$ cat src/rtl/sprite_motion_ctrl.sv
// sprite_motion_ctrl
//   Moves a sprite across the visible area, advancing its position once every
//   (frame_div+1) frames. The sprite reflects off the screen edges, and each
//   reflection is reported as a bounce event. Firmware can load a new position
//   and velocity through a valid/ready port.
//
//   Ports:
//     clk_pix, reset (async, active-low)
//     frame_int             end-of-frame level from the timing stage
//     pause, frame_div      motion suppression and frame divider
//     load_valid/ready      load handshake; load_x/y, load_vx/vy carry the data
//     offset_x/offset_y     registered sprite position
//     bounce_x/bounce_y     one-cycle reflection pulses
//     bounce_count          reflection total (wraps)
//     frame_count           frame_int rising-edge total (wraps)
module sprite_motion_ctrl #(
  parameter int SCREEN_W = 800,
  parameter int SCREEN_H = 480,
  parameter int SPRITE_W = 64,
  parameter int SPRITE_H = 64,
  parameter int INIT_X   = 0,
  parameter int INIT_Y   = 0,
  parameter int INIT_VX  = 1,
  parameter int INIT_VY  = 1
) (
  input  logic        clk_pix,
  input  logic        reset,
  input  logic        frame_int,
  input  logic        pause,
  input  logic [3:0]  frame_div,
  input  logic        load_valid,
  output logic        load_ready,
  input  logic [15:0] load_x,
  input  logic [15:0] load_y,
  input  logic [7:0]  load_vx,
  input  logic [7:0]  load_vy,
  output logic [15:0] offset_x,
  output logic [15:0] offset_y,
  output logic        bounce_x,
  output logic        bounce_y,
  output logic [15:0] bounce_count,
  output logic [15:0] frame_count
);

  localparam logic signed [16:0] MAX_X = 17'(SCREEN_W - SPRITE_W);
  localparam logic signed [16:0] MAX_Y = 17'(SCREEN_H - SPRITE_H);

  typedef enum logic [1:0] {IDLE, STEP_X, STEP_Y, COMMIT} state_t;

  typedef struct packed {
    logic [15:0] pos;
    logic [7:0]  vel;
    logic        hit;
  } step_t;

  // One axis step with reflection. The position is always within [0, maxv] and
  // |v| <= 127, so 17-bit signed math cannot overflow.
  function automatic step_t step_axis(input logic [15:0] pos, input logic [7:0] v,
                                      input logic signed [16:0] maxv);
    logic signed [16:0] s;
    step_t r;
    s     = $signed({1'b0, pos}) + $signed({{9{v[7]}}, v});
    r.pos = s[15:0];
    r.vel = v;
    r.hit = 1'b0;
    if (s < 17'sd0) begin
      r.pos = 16'(-s);
      r.vel = -v;
      r.hit = 1'b1;
    end else if (s > maxv) begin
      r.pos = 16'((maxv <<< 1) - s);
      r.vel = -v;
      r.hit = 1'b1;
    end
    return r;
  endfunction

  function automatic logic [15:0] clamp_pos(input logic [15:0] v, input logic signed [16:0] maxv);
    if (v[15])                       return 16'd0;
    else if ($signed({1'b0, v}) > maxv) return maxv[15:0];
    else                             return v;
  endfunction

  // -128 has no positive counterpart, so a reflection of it would stay negative.
  function automatic logic [7:0] sat_vel(input logic [7:0] v);
    return (v == 8'h80) ? 8'h81 : v;
  endfunction

  state_t      state_q, state_d;
  logic        frame_int_q, frame_int_d;
  logic        tick_q, tick_d;
  logic [3:0]  div_cnt_q, div_cnt_d;
  logic [15:0] x_q, x_d, y_q, y_d;
  logic [7:0]  vx_q, vx_d, vy_q, vy_d;
  logic [15:0] nx_q, nx_d, ny_q, ny_d;
  logic [7:0]  nvx_q, nvx_d, nvy_q, nvy_d;
  logic        hit_x_q, hit_x_d, hit_y_q, hit_y_d;
  logic        bounce_x_q, bounce_x_d, bounce_y_q, bounce_y_d;
  logic [15:0] bounce_count_q, bounce_count_d;
  logic [15:0] frame_count_q, frame_count_d;
  logic        load_ready_q, load_ready_d;

  step_t step_x_r, step_y_r;
  assign step_x_r = step_axis(x_q, vx_q, MAX_X);
  assign step_y_r = step_axis(y_q, vy_q, MAX_Y);

  always_comb begin
    state_d        = state_q;
    frame_int_d    = frame_int;
    // The tick is registered, which gives the edge-detect stage of the pipeline.
    tick_d         = frame_int & ~frame_int_q;
    div_cnt_d      = div_cnt_q;
    x_d            = x_q;
    y_d            = y_q;
    vx_d           = vx_q;
    vy_d           = vy_q;
    nx_d           = nx_q;
    ny_d           = ny_q;
    nvx_d          = nvx_q;
    nvy_d          = nvy_q;
    hit_x_d        = hit_x_q;
    hit_y_d        = hit_y_q;
    bounce_x_d     = 1'b0;
    bounce_y_d     = 1'b0;
    bounce_count_d = bounce_count_q;
    frame_count_d  = frame_count_q + {15'd0, tick_q};

    case (state_q)
      IDLE: begin
        if (load_valid) begin
          x_d       = clamp_pos(load_x, MAX_X);
          y_d       = clamp_pos(load_y, MAX_Y);
          vx_d      = sat_vel(load_vx);
          vy_d      = sat_vel(load_vy);
          div_cnt_d = 4'd0;
        end else if (tick_q && !pause) begin
          if (div_cnt_q >= frame_div) begin
            div_cnt_d = 4'd0;
            state_d   = STEP_X;
          end else begin
            div_cnt_d = div_cnt_q + 4'd1;
          end
        end
      end
      STEP_X: begin
        nx_d    = step_x_r.pos;
        nvx_d   = step_x_r.vel;
        hit_x_d = step_x_r.hit;
        state_d = STEP_Y;
      end
      STEP_Y: begin
        ny_d    = step_y_r.pos;
        nvy_d   = step_y_r.vel;
        hit_y_d = step_y_r.hit;
        state_d = COMMIT;
      end
      COMMIT: begin
        x_d            = nx_q;
        y_d            = ny_q;
        vx_d           = nvx_q;
        vy_d           = nvy_q;
        bounce_x_d     = hit_x_q;
        bounce_y_d     = hit_y_q;
        bounce_count_d = bounce_count_q + {15'd0, hit_x_q} + {15'd0, hit_y_q};
        state_d        = IDLE;
      end
      default: state_d = IDLE;
    endcase

    load_ready_d = (state_d == IDLE);
  end

  always_ff @(posedge clk_pix or negedge reset) begin
    if (!reset) begin
      state_q        <= IDLE;
      frame_int_q    <= 1'b0;
      tick_q         <= 1'b0;
      div_cnt_q      <= 4'd0;
      x_q            <= 16'(INIT_X);
      y_q            <= 16'(INIT_Y);
      vx_q           <= 8'(INIT_VX);
      vy_q           <= 8'(INIT_VY);
      nx_q           <= 16'(INIT_X);
      ny_q           <= 16'(INIT_Y);
      nvx_q          <= 8'(INIT_VX);
      nvy_q          <= 8'(INIT_VY);
      hit_x_q        <= 1'b0;
      hit_y_q        <= 1'b0;
      bounce_x_q     <= 1'b0;
      bounce_y_q     <= 1'b0;
      bounce_count_q <= 16'd0;
      frame_count_q  <= 16'd0;
      load_ready_q   <= 1'b1;
    end else begin
      state_q        <= state_d;
      frame_int_q    <= frame_int_d;
      tick_q         <= tick_d;
      div_cnt_q      <= div_cnt_d;
      x_q            <= x_d;
      y_q            <= y_d;
      vx_q           <= vx_d;
      vy_q           <= vy_d;
      nx_q           <= nx_d;
      ny_q           <= ny_d;
      nvx_q          <= nvx_d;
      nvy_q          <= nvy_d;
      hit_x_q        <= hit_x_d;
      hit_y_q        <= hit_y_d;
      bounce_x_q     <= bounce_x_d;
      bounce_y_q     <= bounce_y_d;
      bounce_count_q <= bounce_count_d;
      frame_count_q  <= frame_count_d;
      load_ready_q   <= load_ready_d;
    end
  end

  assign offset_x     = x_q;
  assign offset_y     = y_q;
  assign bounce_x     = bounce_x_q;
  assign bounce_y     = bounce_y_q;
  assign bounce_count = bounce_count_q;
  assign frame_count  = frame_count_q;
  assign load_ready   = load_ready_q;

endmodule

$ cat config.mk
export PLATFORM = sky130hd
export DESIGN_NAME = sprite_motion_ctrl
export DESIGN_NICKNAME = d
export VERILOG_FILES = /design/src/rtl/sprite_motion_ctrl.sv
export SDC_FILE = /design/constraint.sdc
export NUM_CORES = 1
export LEC_CHECK = 0
export ABC_AREA = 1
export CAP_MARGIN = 5
export CORE_UTILIZATION = 45
export CTS_CLUSTER_SIZE = 12
export DETAILED_ROUTE_END_ITERATION = 10
export HOLD_SLACK_MARGIN = 0.06
export PLACE_DENSITY = 0.67
export SYNTH_ARGS = -nofsm -noshare
export SYNTH_HDL_FRONTEND = slang
export SYNTH_SLANG_ARGS = --single-unit
$ cat constraint.sdc
create_clock -name clk_pix -period 5.6 [get_ports clk_pix]
set_clock_uncertainty 0.15 [all_clocks]
set_input_delay 0.84 -clock clk_pix [delete_from_list [all_inputs] [get_ports clk_pix]]
set_output_delay 0.84 -clock clk_pix [all_outputs]
set_load 0.02 [all_outputs]
==> metrics.md <==
| Metric | Value |
|---|---|
| Detailed Route Iter0 Violations | ~530 |
| Routed vias/inst | 5.09 |
| Fraction of layout cells with a size suffix above 1 | 4.89% |
| Crit-path slowest cell | dfstp_2 |
| Post-Syn Area | about 9700 sq um |
| Final WS setup | between 2 and 2.5 ns |
| RSZ-0062 raised after global routing | no |
| Worst rel slew slack | ~33% |
| Total Nets Final | around 1600 |
| Sequential share of the synthesized area | ~36% |
| Net count after synthesis | 1514 |
| Reg2Reg Depth | 17 |
| Critical Path Fanout Max | 21 |
| Row count | 53 |
| Critical path buffer and inverter count | 2 |
| Starting Density | ~46% |
| Reg-to-Reg Start | vx_q[0] |
| Synth Warn # | 0 |
| CTS HTree Levels | 4 |
| Max cap viols | 0 |
| Compound-cell area share of the yosys netlist | between 8 and 9% |
| Critical path origin | vx_q[0] |
| Die ar. | between 20000 and 25000 sq um |
| Drt wl/cell | approximately 14 um |
| Crit path time final | 3.47 ns |
| Grt ovf | 0 |
| Final period util | between 60% and 70% |
| CP Capture Type | flop |
| Distinct cells, synth | 47 |
| RePlAce Congestion | just over 0.9 |
| # hold bufs at CTS | 0 |
| Startpoint type of the worst setup path | flop |
| Family with the most delay on the worst path | simple AND/OR/NAND/NOR gates |
| Clock-pin slew of the registers on the worst-case setup and hold paths | 0.07 ns |
| Slew Viols, Final | 0 |
| Status | complete, no violations |
| Chip height | 149 um |
| Final Non-Filler Cells | 1809 |
| Maximum clock rate | slightly below 300 MHz |
| # clock sinks | 141 |
| Final setup vio count | 0 |
| Setup bufs post-CTS | 0 |
| Vias in the first global route | between 8000 and 9000 |
| Drt total wl | 25.7 mm |
| Synth async-reset ratio | between 90% and 100% |
| Worst Path Required | 5.81 ns |
| First-pass GRT wire length | 42.7 mm |
| Post-DRT Antenna Nets | 0 |
| Number of enable flip-flop cells after synthesis | 0 |
| Hold crit path type | flop to flop |
| Detailed Place HPWL | about 19 mm |
| Largest family of logic cells by synthesized area | simple AND/OR/NAND/NOR gates |
| Multiplexer area fraction after synthesis | 0% |
| Gr usage total | 24.4% |
| Drt pass-1 iters | 5 |
| DRC | 0 |
| CTS buffer count | 17 |
| CP max stage delay | roughly 0.54 ns |
| Sum Neg Setup Slack | 0 ns |
| Post-Syn Area per Cell | slightly below 7 sq um |
| CTS max path bufs | 2 |
| WS Path Type | flop to flop |
| Via count of the routed design | between 9000 and 10000 |
| R2R Setup Slk | roughly 2.1 ns |
| Fin. Hold Viols | 0 |
| Post-CTS sizing | 0 |
| Synth Flop Type | dfrtp_1 |
| Cell count after synthesis | between 1000 and 1500 |
| Critical path depth | 17 |
| Clk_lat worst skew | around 0.43 ns |
| IO Count | around 120 |
| Worst r2r dst | nx_q[5] |
| Core ar. | ~21000 sq um |
| Largest net degree at the start of global routing | around 100 |
| Root Buffer | clkbuf_16 |
| Critical path arrival | ~3.7 ns |
| Layout area overhead | 21.1% |
| Initial antenna violation count | 2 |
| Port bufs | approximately 120 |
| CTS tree | done |
| Post-Synth Simple-Gate Area | a little over a third |
| Synth Area in XOR/XNOR | 4.46% |
| Yosys reg bits | 141 |
| Post-Synth Adder-Cell Area | just under 7% |
| Placed Instances | 1776 |
| Setup crit end | nx_q[5] |
| Critical path cell sequence | ha_1 > inv_1 > fa_1 > inv_1 > nand3_1 > nand2_2 > nand3_1 > nand3_1 > nand2_1 > nand2_2 > xor2_2 > nand3_4 > nand2_4 > nand2_1 > nand2_1 > nand3_1 > nand2_1 |
| Worst-Margin Slew | between 1 and 1.5 ns |
| Dpl ws | approximately 2.2 ns |
| Die X | 149 um |
| Fin util | 55.9% |
==> how the worst min path moves through the flow <==
| stage | startpoint | end | slack [ns] | cells after the start |
|---|---|---|---|---|
| 3_3_place_gp | frame_int_q | tick_q | 0.23 | 1 |
| 3_5_place_dp | frame_int_q | tick_q | 0.24 | 1 |
| 5_1_grt | frame_int_q | tick_q | 0.25 | 1 |
| 2_1_floorplan | frame_int_q | tick_q | 0.23 | 1 |
| 6_report | frame_int_q | tick_q | 0.24 | 1 |
| 4_1_cts | frame_int_q | tick_q | 0.25 | 1 |
==> sequential cells by signal, summed over array words and instances, names as in the netlist, 2 cells and up <==
name / count
bounce_count: 16
frame_count: 16
nx_q: 16
ny_q: 16
offset_x: 16
offset_y: 16
nvx_q: 8
nvy_q: 8
vx_q: 8
vy_q: 8
div_cnt_q: 4
state_q: 2
==> cell usage after synthesis (4+ instances only) <==
cell      number  area [sq um]
a31oi_1       28           175
xnor2_1       13           114
nor2_1       107           402
dfrtp_1      136          3400
nand3b_1      12          90.1
nor3_1        14          70.1
nand3_1      149           746
nand4_1       22           138
nor4_1         4          25.0
o21ai_1        6          30.0
buf_1          6          22.5
nand2_1      460          1730
clkbuf_1      20          75.1
dfstp_2        5           131
xor2_1        31           272
ha_1          48           601
o21ai_0       49           245
o211ai_1      12          90.1
nand2_2       12          75.1
buf_6          4          45.0
inv_2          4          15.0
a21oi_1       38           190
inv_1        194           728
==> layout make-up <==
cell class / count / area [sq um]
timing repair buffer: 128 / 1270
fill: 2057 / 9300
clock inverter: 14 / 145
multi-input combinational: 1033 / 5310
tap: 275 / 344
sequential: 141 / 3530
inverter: 199 / 747
clock buffer: 18 / 439
antenna: 1 / 2.50
==> cell usage in the layout, fill, tap and decap left out, types with 2 or more instances in the layout <==
| cell type | Yosys | layout |
|---|---|---|
| nand2_1 | 460 | 460 |
| inv_1 | 194 | 194 |
| nand3_1 | 149 | 149 |
| dfrtp_1 | 136 | 136 |
| clkdlybuf4s50_1 | 0 | 122 |
| nor2_1 | 107 | 107 |
| o21ai_0 | 49 | 49 |
| ha_1 | 48 | 47 |
| a21oi_1 | 38 | 38 |
| xor2_1 | 31 | 31 |
| a31oi_1 | 28 | 28 |
| nand4_1 | 22 | 22 |
| clkbuf_16 | 0 | 17 |
| nor3_1 | 14 | 14 |
| xnor2_1 | 13 | 13 |
| o211ai_1 | 12 | 12 |
| nand3b_1 | 12 | 12 |
| nand2_2 | 12 | 12 |
| inv_6 | 0 | 7 |
| o21ai_1 | 6 | 5 |
| dfstp_2 | 5 | 5 |
| buf_4 | 1 | 5 |
| inv_2 | 4 | 4 |
| nor4_1 | 4 | 4 |
| xor2_2 | 3 | 3 |
| nor2_2 | 3 | 3 |
| fa_1 | 3 | 3 |
| inv_8 | 0 | 3 |
| nand3_4 | 2 | 2 |
| clkinv_4 | 0 | 2 |
| clkinv_8 | 0 | 2 |
==> per-layer routing <==
| layer | share of wire [%] | up-vias | track usage, % |
|---|---|---|---|
| met3 | 5.3 | 31 | 5.26 |
| met2 | 43 | 198 | 37.9 |
| met1 | 49 | 4231 | 33.7 |
| met4 | 2.0 | 2 | 7.50 |
| li1 | - | 4748 | - |
| met5 | 0.051 | - | 0 |
==> metrics by stage <==
step	hold slack (ns)	cell area, sq um
after floorplan	0.226	9740
after detailed placement	0.237	11200
final	0.242	11800
after global placement	0.231	11200
after global routing	0.254	11800
after CTS	0.247	11800
==> cell families (layout without fill, tap and decap cells) <==
group           after synthesis  in the layout
xor+xnor                     47             47
buf+inv                     232            359
compound gates              142            142
flops                       141            141
simple gates                793            793
fa+ha+maj                    51             51
other cells                   0              1
Power is not shown: default switching activity piles up to over one toggle a cycle in this logic, so the estimate is an artifact.
